$ cat config.mk
export PLATFORM = sky130hd
export DESIGN_NAME = fetch_queue
export DESIGN_NICKNAME = d
export VERILOG_FILES = /design/src/rtl/fetch_pkg.sv /design/src/rtl/fetch_queue.sv
export SDC_FILE = /design/constraint.sdc
export NUM_CORES = 1
export LEC_CHECK = 0
export ABC_AREA = 1
export CORE_ASPECT_RATIO = 0.75
export CORE_MARGIN = 1
export CORE_UTILIZATION = 40
export CTS_BUF_LIST = sky130_fd_sc_hd__clkbuf_2
export DETAILED_ROUTE_END_ITERATION = 10
export HOLD_SLACK_MARGIN = 0.12
export MAX_ROUTING_LAYER = met4
export PLACE_DENSITY_LB_ADDON = 0.15
export SLEW_MARGIN = 20
export SYNTH_ARGS = -nofsm -noshare
export SYNTH_HDL_FRONTEND = slang
export SYNTH_SLANG_ARGS = --single-unit
$ cat constraint.sdc
create_clock -name clk -period 9.4 [get_ports clk]
set_clock_uncertainty 0.2 [all_clocks]
set_input_delay 1.88 -clock clk [delete_from_list [all_inputs] [get_ports clk]]
set_output_delay 1.88 -clock clk [all_outputs]
set_load 0.005 [all_outputs]
$ cat src/rtl/fetch_pkg.sv
// fetch_pkg: types and constants shared by the fetch queue and decode.
package fetch_pkg;
  localparam int INST_W = 32;
  localparam int BEAT_W = 64;
  localparam logic [INST_W-1:0] HALT_INST = 32'h0;
  typedef struct packed {
    logic [63:0]       pc;
    logic [INST_W-1:0] inst;
  } fetch_entry_t;
endpackage

$ cat src/rtl/fetch_queue.sv
// fetch_queue: splits 64-bit fetch beats into PC-tagged instructions and queues them for decode.
module fetch_queue
  import fetch_pkg::*;
#(
  parameter int DEPTH = 8,
  parameter int PC_W  = 64
) (
  input  logic              clk,
  input  logic              reset,
  input  logic              in_valid,
  output logic              in_ready,
  input  logic [PC_W-1:0]   in_pc,
  input  logic [BEAT_W-1:0] in_data,
  output logic              out_valid,
  input  logic              out_ready,
  output logic [PC_W-1:0]   out_pc,
  output logic [INST_W-1:0] out_inst,
  output logic              out_halt,
  input  logic              flush
);
  localparam int AW = $clog2(DEPTH);
  localparam int CW = AW + 1;
  fetch_entry_t    mem [DEPTH];
  fetch_entry_t    head_ent;
  logic [AW-1:0]   head, tail;
  logic [CW-1:0]   count;
  logic            halted, push, pop, odd, head_zero;
  logic [1:0]      n_push;
  assign head_ent  = mem[head];
  assign odd       = in_pc[2];
  assign head_zero = (count != '0) && (head_ent.inst == HALT_INST);
  assign in_ready  = (count <= CW'(DEPTH - 2)) && !flush;
  assign out_valid = (count != '0) && !halted && !flush && (head_ent.inst != HALT_INST);
  assign push      = in_valid && in_ready;
  assign pop       = out_valid && out_ready;
  assign n_push    = push ? (odd ? 2'd1 : 2'd2) : 2'd0;
  assign out_pc    = out_valid ? PC_W'(head_ent.pc) : '0;
  assign out_inst  = out_valid ? head_ent.inst : '0;
  assign out_halt  = halted;
  always_ff @(posedge clk or negedge reset) begin
    if (!reset) begin
      head   <= '0;
      tail   <= '0;
      count  <= '0;
      halted <= 1'b0;
    end else if (flush) begin
      head   <= '0;
      tail   <= '0;
      count  <= '0;
      halted <= 1'b0;
    end else begin
      head  <= head + AW'(pop);
      tail  <= tail + AW'(n_push);
      count <= count + CW'(n_push) - CW'(pop);
      if (head_zero) halted <= 1'b1;
    end
  end
  // An odd-word beat stores only its high word; the low word precedes the jump target.
  always_ff @(posedge clk) begin
    if (push) begin
      mem[tail] <= odd ? fetch_entry_t'{pc: 64'(in_pc), inst: in_data[63:32]}
                       : fetch_entry_t'{pc: 64'(in_pc), inst: in_data[31:0]};
      if (!odd) mem[tail + AW'(1)] <= fetch_entry_t'{pc: 64'(in_pc + PC_W'(4)), inst: in_data[63:32]};
    end
  end
endmodule

### Word-level counts from Yosys, hierarchy flattened

Memories as Yosys holds them, arrays and structs flattened.
Cells that the tools add are included.

* add/subtract/negate cells: 6
* multiply operators: 0
* divide/modulo/power cells: 0
* order comparisons: 1
* eq/ne operators: 0
* shift-type cells: 0
* multiplexer cells: 15
* bitwise logic cells: 0
* reductions and logical operators: 13

Operator list (number)
* adder 64 x 3 -> 64 bit (second input constant): 1
* 2-to-1 mux 64 bit: 1
* 2-to-1 mux 35 bit: 1
* zero test 32 bit: 1
* 2-to-1 mux 32 bit: 1
* nonzero test 32 bit: 1
* logical AND 1 bit: 7
* 2-to-1 mux 1 bit: 7
* 2-to-1 mux 3 bit: 2
* adder 4 x 2 -> 4 bit: 1
* <= comparator 4 x 3 -> 1 bit (second input constant): 1
* 2-to-1 mux 2 bit: 2
* 2-to-1 mux 4 bit: 1
* nonzero test 4 bit: 1
* subtractor 4 x 1 -> 4 bit: 1
* adder 3 x 1 -> 3 bit: 1
* adder 3 x 1 -> 3 bit (second input constant): 1
* adder 3 x 2 -> 3 bit: 1
* zero test 1 bit: 2
* nonzero test 2 bit: 1

* bits in registers: 11
* bits in latches: 0
* memory bits (writable): 768
* bits in read-only memories: 0
* input port bits: 133
* output and inout bits: 99
* logic and storage cells: 40
* memories kept: 1

Memories
* mem: depth 8, bits a word 96, read ports 1, clocked after memory_dff 0, write ports 2, RTL line fetch_queue.sv:23 `fetch_entry_t mem [DEPTH];`

### Depth between registers and ports, before layout

* depth in word-level cells: 7
* depth in mapped cells: 22

### Worst setup path after synthesis

Ideal clock, no wire load.

* kind: input to register
* start point: in flush
* end point: mem mem[4][0] in the netlist's numbering, enable pin
* setup time: 0.683 ns
* data arrival time: 9.306 ns
* data required time: 8.517 ns
* setup slack: -0.789 ns
* stages on the path: 8
* path through: buf_6 -> clkinv_2 -> o21ai_2 -> a21oi_2 -> nand2_2 -> inv_1 -> nand3_1 -> o21ai_0

RTL lines
* from (decl): RTL line fetch_queue.sv:19 `input logic flush`
* to (decl): RTL line fetch_queue.sv:23

### Worst setup path in the final report

* start point: reg head[0]
* end point: out out_pc[57]

* cells in the longest elaborated chain, start to end: 4

Ends and longest elaborated chain
* from (decl): RTL line fetch_queue.sv:25 `logic [AW-1:0] head, tail;`
* from (signal assigned): RTL line fetch_queue.sv:52 `head <= head + AW'(pop);`
* memory read (8 x 96 bit) *
* nonzero test 32 bit: RTL line fetch_queue.sv:33 `assign out_valid = (count != '0) && !halted && !flush && (head_ent.inst != HALT_INST);`
* logical AND 1 bit: RTL line fetch_queue.sv:33
* 2-to-1 mux 64 bit *: RTL line fetch_queue.sv:37 `assign out_pc = out_valid ? PC_W'(head_ent.pc) : '0;`
* to (decl): RTL line fetch_queue.sv:16 `output logic [PC_W-1:0] out_pc,`

Every way passes the cells marked *; elsewhere a longest branch is shown, timed or not.

==> out/summary.txt <==
ROUTE
--------------------------------------------------------------------------------------
Average wire per cell in the routed design                                     21.5 um
Mean number of vias per cell                                                      5.25
Count of nets left with antenna violations after detail routing                      0
DRC marker count from the first detailed-route iteration                         3,128
Number of detailed-routing iterations run before antenna repair                      5
Vias after detailed routing                                                     30,095
Total Routed Length                                                             124 mm
Drc violations                                                                       0

CTS
--------------------------------------------------------------------------------------
Number of hold buffers added after CTS                                               0
Clock latency of the later-clocked register in the worst-skew pair             1.54 ns
Total number of H-tree levels                                                        4
Clock tree root buffer cell                                               sky130_fd_sc_hd__clkbuf_2
Clock Tree Buf Depth                                                                 3
Postcts setup bufs                                                                   0
Total clock sinks                                                                  779
Clock transition at the registers of the reported paths                        0.10 ns
TritonCTS buffer count                                                             197
Post-cts gate resize count                                                           0
Clock tree from TritonCTS                                                          yes

STA
--------------------------------------------------------------------------------------
Final setup viols                                                                    0
Final period utilization                                                         0.873
Number of hold violations in the final report                                        0
Clock period minus final worst setup slack                                     8.21 ns
Worst slew margin relative to its limit                                          0.262
Unrepaired setup endpoints after global routing                                     no
Slew Limit Fails                                                                     0
Worst slew pin tran                                                            1.10 ns
Max Clk Rate                                                                 0.122 GHz

FINISH
--------------------------------------------------------------------------------------
Most common library cell in the layout ignoring fill and taps             sky130_fd_sc_hd__nand2_1
Area of all sequential standard cells                                      23,300 um^2
Count of filler cells inserted in the layout                                     9,282
Layout Cell Area excl Fill                                                 43,100 um^2
Commonest cells after routing, fill and taps aside                        sky130_fd_sc_hd__nand2_1, sky130_fd_sc_hd__o21ai_0, sky130_fd_sc_hd__edfxtp_1, sky130_fd_sc_hd__nor2_1, sky130_fd_sc_hd__clkbuf_2
Syn-to-layout area delta                                                         10.5%
Final standard cell count with taps included and fillers excluded                5,733
Share of layout cells above drive strength 1                                    0.0931
Count of nets after finishing                                                    4,419
Total area of multi-input combinational cells                              12,700 um^2

SYNTHESIS
--------------------------------------------------------------------------------------
Gate count after technology mapping                                              4,337
Number of synthesis warnings                                                         0
Post-synthesis sequential area ratio                                             0.598
Unique masters post-synth                                                           43
Net Count, Synth                                                                 4,482
Post-synth EDFFs                                                                   768
Main synth FF type                                                        sky130_fd_sc_hd__edfxtp_1
FFs w/ async S/R, synth                                                         0.0141
Area of the mapped netlist                                                 39,000 um^2
Mapped Avg Cell Area                                                         8.99 um^2
Number of register bits inferred by synthesis                                      779

GLOBAL ROUTING
--------------------------------------------------------------------------------------
First-pass GRT wire length                                                      183 mm
Antenna violations before repair                                                     8
Pin count of the biggest net entering global routing                               175
Number of global-route vias before repair                                       28,089
Total global-route track usage                                                   0.257
Total gr overflow                                                                    0

FLOORPLANNING
--------------------------------------------------------------------------------------
Placeable core region                                                      96,000 um^2
Die H                                                                           272 um
Floorplan die area                                                         98,800 um^2
Number of top-level design ports                                                   232
Die Span X                                                                      363 um
Row count                                                                           98
Starting density of the core                                                     0.406

PWR
--------------------------------------------------------------------------------------
Pleak                                                                          16.5 nW
Sw Ratio                                                                         0.316
Switching power summed over all nets                                           2.54 mW
Highest ir drop seen on vdd                                                   0.117 mV
Share of power burned in combinational logic                                     0.200
Final Power                                                                    8.03 mW
Cell internal power dissipation                                                5.49 mW
Sequential fraction of design power                                              0.499
Clock share of power                                                             0.301
Power density over the cells                                               186 nW/um^2

PLACE
--------------------------------------------------------------------------------------
Number of cells after detailed placement                                         5,375
Post-Place Cell Area                                                       41,300 um^2
Post-DP HPWL                                                                   64.4 mm
Port buffer count                                                                  231
Global placer's final weighted congestion                                        0.800

WORST SETUP PATH
--------------------------------------------------------------------------------------
Type of destination of the critical path                                  primary output
Worst R2R Setup Slack                                                          3.89 ns
Largest delay share family, worst path                                    simple AND/OR/NAND/NOR gates
Worst-case reg-to-reg path depth                                                    19
Cells along the critical path                                             buf_4 -> nand2_1 -> nand3_1 -> nand3_1 -> nand2_1 -> nand2_1 -> nor2_1 -> nand2_1 -> nor2_1 -> nand2_1 -> nand2_4 -> buf_12 -> nor2_1 -> clkdlybuf4s50_1
Critical path buffers and inverters                                                  3
Required @ worst endpoint                                                      7.32 ns
Critical Path Fanout Max                                                            86
WS Path Type                                                                   reg2out
Startpoint type of the worst setup path                                       register
Most common cell on crit path                                             sky130_fd_sc_hd__nand2_1
Critical Path Max Stage Delay                                                  0.81 ns
Library cell contributing the largest single delay on the critical path   sky130_fd_sc_hd__buf_4
Endpoint arrival time on the critical path                                     6.13 ns
Number of stages on the worst setup path                                            14

WORST HOLD PATH
--------------------------------------------------------------------------------------
Tightest Hold Check Type                                                       reg2reg
Hold-critical path depth                                                             2

RUN
--------------------------------------------------------------------------------------
Maximum Capacitance Violations                                                       0

STATUS
--------------------------------------------------------------------------------------
Status                                                                    finished, final reports clean

==> stage by stage <==
stage                util  setup TNS, ns  setup slack (ns)  hold WS, ns
floorplan               -        -605.35            -0.789        0.296
global placement    0.430              0              2.90        0.364
detailed placement  0.430              0              2.86        0.355
CTS                 0.449              0              1.07        0.361
global route        0.449              0             0.827        0.430
finish              0.449              0              1.19        0.374
==> worst paths after layout <==
| check | start | end |
|---|---|---|
| min | out_halt | out_halt |
| max reg2reg | head[0] | count[2] |
| max in group asynchronous | reset | head[0] |
| max | head[0] | out_pc[57] |
| min reg2reg | out_halt | out_halt |
| min in group asynchronous | reset | count[1] |
==> cell usage after synthesis, types with 6 or more instances <==
master / number / area [um^2]
sky130_fd_sc_hd__nor2_1: 543 / 2040
sky130_fd_sc_hd__nand4_1: 12 / 75.1
sky130_fd_sc_hd__o221ai_1: 64 / 561
sky130_fd_sc_hd__nor2_2: 8 / 50.1
sky130_fd_sc_hd__buf_2: 93 / 465
sky130_fd_sc_hd__xnor2_1: 11 / 96.3
sky130_fd_sc_hd__o21ai_0: 798 / 3990
sky130_fd_sc_hd__buf_1: 15 / 56.3
sky130_fd_sc_hd__o21ai_1: 103 / 515
sky130_fd_sc_hd__nand2_1: 1054 / 3960
sky130_fd_sc_hd__clkbuf_1: 415 / 1560
sky130_fd_sc_hd__xor2_1: 15 / 131
sky130_fd_sc_hd__ha_1: 10 / 125
sky130_fd_sc_hd__dfrtp_1: 11 / 275
sky130_fd_sc_hd__edfxtp_1: 768 / 23100
sky130_fd_sc_hd__buf_6: 6 / 67.6
sky130_fd_sc_hd__inv_1: 218 / 818
sky130_fd_sc_hd__nor3_1: 11 / 55.1
sky130_fd_sc_hd__inv_2: 11 / 41.3
sky130_fd_sc_hd__nand3_1: 126 / 631
==> flip-flops by register name, summed over array words and instances (netlist names) <==
signal / cells
count: 4
mem: 768
out_halt: 1
tail: 3
head: 3
==> tightest hold or removal path: cells and delay by family, from the launching register on <==
| family | cells | cell delay (ns) |
|---|---|---|
| and+or+nand+nor | 1 | 0.07 |
| DFF | 1 | 0.41 |
| AOI/OAI and AO/OA | 1 | 0.07 |
==> power groups by stage <==
stage | Clock (mW) | Sequential [mW] | Combinational [mW]
global placement | 0 | 4.08 | 1.60
CTS | 2.48 | 4.01 | 1.62
global route | 2.65 | 4.02 | 1.78
finish | 2.42 | 4.01 | 1.60
floorplan | 0 | 4.10 | 0.956
detailed placement | 0 | 4.08 | 1.61
==> area by class of cell <==
class | instances | area share
Clock buffer | 297 | 0.0345
Antenna cell | 10 | 0.000580
Sequential cell | 779 | 0.541
Multi-Input combinational cell | 2788 | 0.294
Inverter | 230 | 0.0209
Timing Repair Buffer | 278 | 0.0633
Clock inverter | 51 | 0.00754
Tap cell | 1300 | 0.0377
==> routing by layer <==
layer  vias to the layer above  GRT usage  part of all wire
li1                      14432          -                 -
met1                     14282      0.368              0.46
met2                      1202      0.369              0.44
met3                       179     0.0478             0.083
met4                         0     0.0765             0.019
met5                         -          -                 0
==> logic make-up after synthesis <==
family,Yosys count,synth area share
adder cells (fa/ha/maj),12,0.00423
buffers and inverters,770,0.0790
AO/OA/AOI/OAI,971,0.131
flip-flops,779,0.598
AND/OR/NAND/NOR,1773,0.179
XOR/XNOR,32,0.00863
Note: power is estimated with default switching activity, not from simulation.
